`config.mk`:
```
export PLATFORM = sky130hd
export DESIGN_NAME = instr_fetch_ctrl
export DESIGN_NICKNAME = d
export VERILOG_FILES = /design/src/rtl/instr_fetch_ctrl_pkg.sv /design/src/rtl/pc_reg.sv /design/src/rtl/instr_fetch_ctrl.sv
export SDC_FILE = /design/constraint.sdc
export NUM_CORES = 1
export LEC_CHECK = 0
export ABC_AREA = 1
export CAP_MARGIN = 20
export CORE_UTILIZATION = 60
export CTS_BUF_LIST = sky130_fd_sc_hd__clkbuf_8
export CTS_CLUSTER_DIAMETER = 60
export DETAILED_ROUTE_END_ITERATION = 7
export DONT_BUFFER_PORTS = 1
export PLACE_DENSITY = 0.79
export SETUP_SLACK_MARGIN = 0.1
export SLEW_MARGIN = 20
export SYNTH_ARGS = -nofsm -noshare
export SYNTH_HDL_FRONTEND = slang
export SYNTH_HIERARCHICAL = 1
export SYNTH_SLANG_ARGS = --single-unit
```
`constraint.sdc`:
```
create_clock -name clk -period 2.8 [get_ports clk]
set_input_delay 0.56 -clock clk [delete_from_list [all_inputs] [get_ports clk]]
set_output_delay 0.56 -clock clk [all_outputs]
set_load 0.1 [all_outputs]
```
`src/rtl/instr_fetch_ctrl_pkg.sv`:
```
// Shared definitions for the instruction fetch controller.
// The FETCH_PREFETCH_EN macro is consumed by instr_fetch_ctrl.sv.
package instr_fetch_ctrl_pkg;

    localparam int unsigned DefAddrW   = 8;
    localparam int unsigned DefDataW   = 16;
    localparam logic [3:0]  DefHaltOpc = 4'hF;

    typedef enum logic [1:0] {
        StIdle,
        StFetch,
        StValid,
        StHalted
    } state_e;

endpackage

```
`src/rtl/pc_reg.sv`:
```
// Program counter: load has priority over increment; increment wraps modulo 2^WIDTH.
module pc_reg
    import instr_fetch_ctrl_pkg::*;
#(
    parameter int unsigned WIDTH = DefAddrW
) (
    input  logic             clk,
    input  logic             rst,
    input  logic             load,
    input  logic [WIDTH-1:0] load_addr,
    input  logic             inc,
    output logic [WIDTH-1:0] pc
);

    logic [WIDTH-1:0] pc_q;
    logic [WIDTH-1:0] pc_d;

    // Next pc: explicit load wins, otherwise optional increment (natural wrap, no carry out).
    always_comb begin
        pc_d = pc_q;
        if (load) begin
            pc_d = load_addr;
        end else if (inc) begin
            pc_d = pc_q + WIDTH'(1);
        end
    end

    // pc register.
    always_ff @(posedge clk or posedge rst) begin
        if (rst) begin
            pc_q <= '0;
        end else begin
            pc_q <= pc_d;
        end
    end

    assign pc = pc_q;

endmodule

```
`src/rtl/instr_fetch_ctrl.sv`:
```
// Instruction fetch controller: drives an external combinational ROM, registers the
// fetched instruction and hands it to decode over a valid/ready handshake.
// Optional macro FETCH_PREFETCH_EN: fetch the next instruction during the transfer
// cycle, giving one instruction per cycle.
module instr_fetch_ctrl
    import instr_fetch_ctrl_pkg::*;
#(
    parameter int unsigned ADDR_W   = DefAddrW,
    parameter int unsigned DATA_W   = DefDataW,
    parameter logic [3:0]  HALT_OPC = DefHaltOpc
) (
    input  logic              clk,
    input  logic              rst,
    input  logic              run,
    output logic              rom_oeb,
    output logic [ADDR_W-1:0] rom_addr,
    input  logic [DATA_W-1:0] rom_data,
    output logic [DATA_W-1:0] instr,
    output logic [ADDR_W-1:0] instr_pc,
    output logic              instr_valid,
    input  logic              instr_ready,
    input  logic              redirect,
    input  logic [ADDR_W-1:0] redirect_addr,
    output logic              halted
);

`ifdef FETCH_PREFETCH_EN
    localparam bit Prefetch = 1'b1;
`else
    localparam bit Prefetch = 1'b0;
`endif

    state_e            state_q;
    state_e            state_d;
    logic [ADDR_W-1:0] pc;
    logic [DATA_W-1:0] instr_q;
    logic [ADDR_W-1:0] instr_pc_q;
    logic              fetch_en;
    logic              xfer;
    logic              halt_pend;
    logic              capture;

    // A redirect discards the held instruction, so it suppresses the transfer.
    assign halt_pend = (instr_q[DATA_W-1 -: 4] == HALT_OPC);
    assign xfer      = (state_q == StValid) && instr_ready && !redirect;
    assign capture   = fetch_en && !redirect && ((state_q == StFetch) || xfer);

    pc_reg #(
        .WIDTH (ADDR_W)
    ) u_pc_reg (
        .clk       (clk),
        .rst       (rst),
        .load      (redirect),
        .load_addr (redirect_addr),
        .inc       (capture),
        .pc        (pc)
    );

    // State register.
    always_ff @(posedge clk or posedge rst) begin
        if (rst) begin
            state_q <= StIdle;
        end else begin
            state_q <= state_d;
        end
    end

    // Next-state logic; redirect overrides everything else.
    always_comb begin
        state_d = state_q;
        unique case (state_q)
            StIdle: begin
                if (run) state_d = StFetch;
            end
            StFetch: begin
                state_d = StValid;
            end
            StValid: begin
                if (xfer) begin
                    if (halt_pend) begin
                        state_d = StHalted;
                    end else if (run) begin
                        state_d = Prefetch ? StValid : StFetch;
                    end else begin
                        state_d = StIdle;
                    end
                end
            end
            StHalted: begin
                state_d = StHalted;
            end
            default: state_d = StIdle;
        endcase
        if (redirect) state_d = StFetch;
    end

    // Outputs decoded from state; the ROM is only enabled when its data is sampled.
    always_comb begin
        fetch_en    = (state_q == StFetch) ||
                      (Prefetch && (state_q == StValid) && run && !halt_pend);
        rom_oeb     = !fetch_en;
        rom_addr    = pc;
        instr_valid = (state_q == StValid);
        halted      = (state_q == StHalted);
    end

    // Instruction holding register; only loads on a fetch, so it is stable while waiting.
    always_ff @(posedge clk or posedge rst) begin
        if (rst) begin
            instr_q    <= '0;
            instr_pc_q <= '0;
        end else if (capture) begin
            instr_q    <= rom_data;
            instr_pc_q <= pc;
        end
    end

    assign instr    = instr_q;
    assign instr_pc = instr_pc_q;

endmodule

```
==> key figures <==
Hold path
  • Hold Crit Class: in -> async

Timing
  • Setup TNS: 0 ns
  • Worst Hold Slack: 0.0887 ns
  • Final period utilization: around 72%
  • Minimum clock period: slightly above 2 ns
  • Worst slew pin tran: approximately 0.99 ns
  • Clk_skew: ~0.0056 ns
  • Hold Vio Cnt, Final: 0
  • Worst slew margin: between 30% and 40%
  • Max Clk Rate: between 400 and 500 MHz
  • Slew Limit Fails: 0
  • Final-report setup violation count: 0
  • RSZ-0062 raised after global routing: no

Critical path
  • Critical path launch point type: flop
  • Worst R2R Start: state_q[1]
  • Critical Path AT: between 1 and 1.5 ns
  • Critical path buffer and inverter count: 0
  • Cells along the critical path: nand2_1
  • Critical Path End Type: output pin
  • Reg2reg end: u_pc_reg/pc[0]
  • Max stage delay on crit path: approximately 0.7 ns
  • Kind of critical path: reg -> out
  • Worst-path maximum fanout: 6
  • Worst endpoint required time: about 2.2 ns
  • R2r setup slk: around 1.2 ns
  • Crit path depth: 1
  • Reg2reg path depth: 6
  • Slowest cell on the critical path: nand2_1
  • CP top delay family: simple AND/OR/NAND/NOR gates

Synth
  • XOR/XNOR Fraction of Synth Area: less than 1%
  • Share of the synthesized area in the top cell type: a little over half
  • Cell variety after synth: 21
  • Synth warn: 6
  • Part of the Yosys area used for sequential elements: a little over half
  • Async set-or-reset flop fraction in the synthesized netlist: 100%
  • Avg Cell Area, Syn: 8.16 um^2
  • Compound-gate portion of the synthesized area: under 10%
  • Largest area contributor in the netlist: dfrtp_1
  • Synth Register Bits: 34
  • Synthesized Nets: 221
  • Mapped Area: around 0.0016 mm^2
  • Post-Syn Instances: roughly 190
  • Number of synthesized flops with an enable pin: 0
  • Mux contribution to synthesized area: 0%
  • Simple-gate share of the synthesized area: between 30% and 40%
  • Dominant synthesized flop cell: dfrtp_1
  • Main combinational cell family by area after synthesis: simple AND/OR/NAND/NOR gates
  • Adder-Cell Fraction of Synth Area: less than 1%
  • Dominant cells by area after synthesis: dfrtp_1 (55%), nand2_1 (24%), nand3_1 (3.5%), a22oi_1 (2.9%), inv_1 (2.4%)

Flow run
  • Max cap viols: 0

Outcome
  • Status: completed

Global routing
  • Grt total ovfl: 0
  • GRT Util Overall: between 20% and 30%
  • Vias in the first global route: 1,164
  • Initial antenna violation count: 0
  • Largest net degree at the start of global routing: 28
  • First-pass GRT wire length: between 4000 and 5000 um

Floorplan
  • Die area: 0.00281 mm^2
  • Initial core utilization: between 60 and 70%
  • Total core area: approximately 0.0025 mm^2
  • Die Wd: 53.0 um
  • Die height: between 50 and 60 um
  • I/O Pins: 64
  • Rows: 18

Cells and area
  • Final Cell Area: between 0.0015 and 0.002 mm^2
  • Largest register FFs: 16
  • Nets@finish: 232
  • Layout cell share with drive strength beyond 1: about an eighth
  • Antenna diodes: 0
  • Register area: approximately 850 um^2
  • Multi-input logic area: between 600 and 700 um^2
  • Fill cells: 201
  • Area delta synth->final: 10.7%
  • Post-layout util: 70.3%

Drt
  • Final WL: 3290 um
  • Drt pass-1 iters: 4
  • DRC: 0
  • Vias: about 1,300
  • Vias/cell: 5.38
  • Average wire per standard cell: 14.1 um
  • Final antenna-violating net count: 0
  • DRT iter0 DRCs: 34

Clocking
  • Clock latency on the worst-skew pair: between 0.2 and 0.3 ns
  • Post-cts repair resize count: 0
  • Clk sinks: 34
  • Total clock buffers created by CTS: 5
  • Post-CTS setup buffer count: 0
  • Clock Pin Slew Worst Setup and Hold Paths: 0.07 ns
  • CTS tree: built
  • Cts hold-fix bufs: 0
  • Clock Path Buffers: 2
  • Root Driver: clkbuf_8
  • CTS HTree Levels: 2

Placed design
  • RD Place Congestion: roughly 0.9
  • I/O Buffers: 0
  • Placed inst area: 0.00162 mm^2
  • Hpwl dp: about 2200 um
[layout by cell type, fill, tap and decap left out]
cell type and n:
nor2_1 9, a21oi_1 2, inv_4 1, inv_2 2
a22oi_1 6, nand3_4 1, buf_8 1, buf_4 8
clkinv_2 1, ha_1 1, inv_1 11, xor2_1 1
dfrtp_1 34, nor2_4 1, o21ai_1 1, o21ai_0 1
clkbuf_8 6, o21bai_1 3, nand3_1 11, nand2_2 1
nand2_1 98, nor2_2 3
[area by class of cell]
cell class | count | area share [%]
repair buffers | 9 | 4.35
flip-flops and latches | 34 | 49.3
inverters | 13 | 2.97
clock buffers | 6 | 4.79
multi-input cells | 139 | 35.9
clock inverters | 2 | 0.508
well taps | 30 | 2.18
[cells in the mapped netlist (2+ instances only)]
master	number
nor2_2	2
o21bai_1	3
nand2_1	98
a22oi_1	6
a21oi_1	2
dfrtp_1	34
inv_2	2
inv_1	10
buf_2	2
nor2_1	10
nand3_1	11
buf_6	2
[cells by family (layout without fill, tap and decap cells)]
family	Yosys count	in the layout
AO/OA/AOI/OAI	13	13
XOR/XNOR	1	1
flip-flops	34	34
buffers and inverters	18	30
adder cells (fa/ha/maj)	1	1
AND/OR/NAND/NOR	124	124
[layer usage]
metal / routed length, um / global-route usage [%] / vias to the layer above
met1: 1290 / 27.5 / 575
met4: 46 / 11.0 / 0
met3: 368 / 12.6 / 6
met2: 1590 / 43.2 / 58
li1: - / - / 614
met5: 0 / 0 / -
[how the worst max path moves through the flow]
stage	start	endpoint	slack, ns
finish	state_q[0]	rom_oeb	0.78
global route	state_q[0]	halted	0.71
CTS	state_q[0]	halted	0.77
detailed placement	redirect	u_pc_reg/pc[0]	1.05
global placement	state_q[0]	rom_oeb	1.12
floorplan	state_q[0]	instr_valid	0.47
[through the flow]
step	worst slack, ns	std cells
finish	0.779	233
global route	0.708	233
CTS	0.769	232
detailed placement	1.05	224
global placement	1.12	224
floorplan	0.470	191
Power is not shown: default switching activity piles up to over one toggle a cycle in this logic, so the estimate is an artifact.
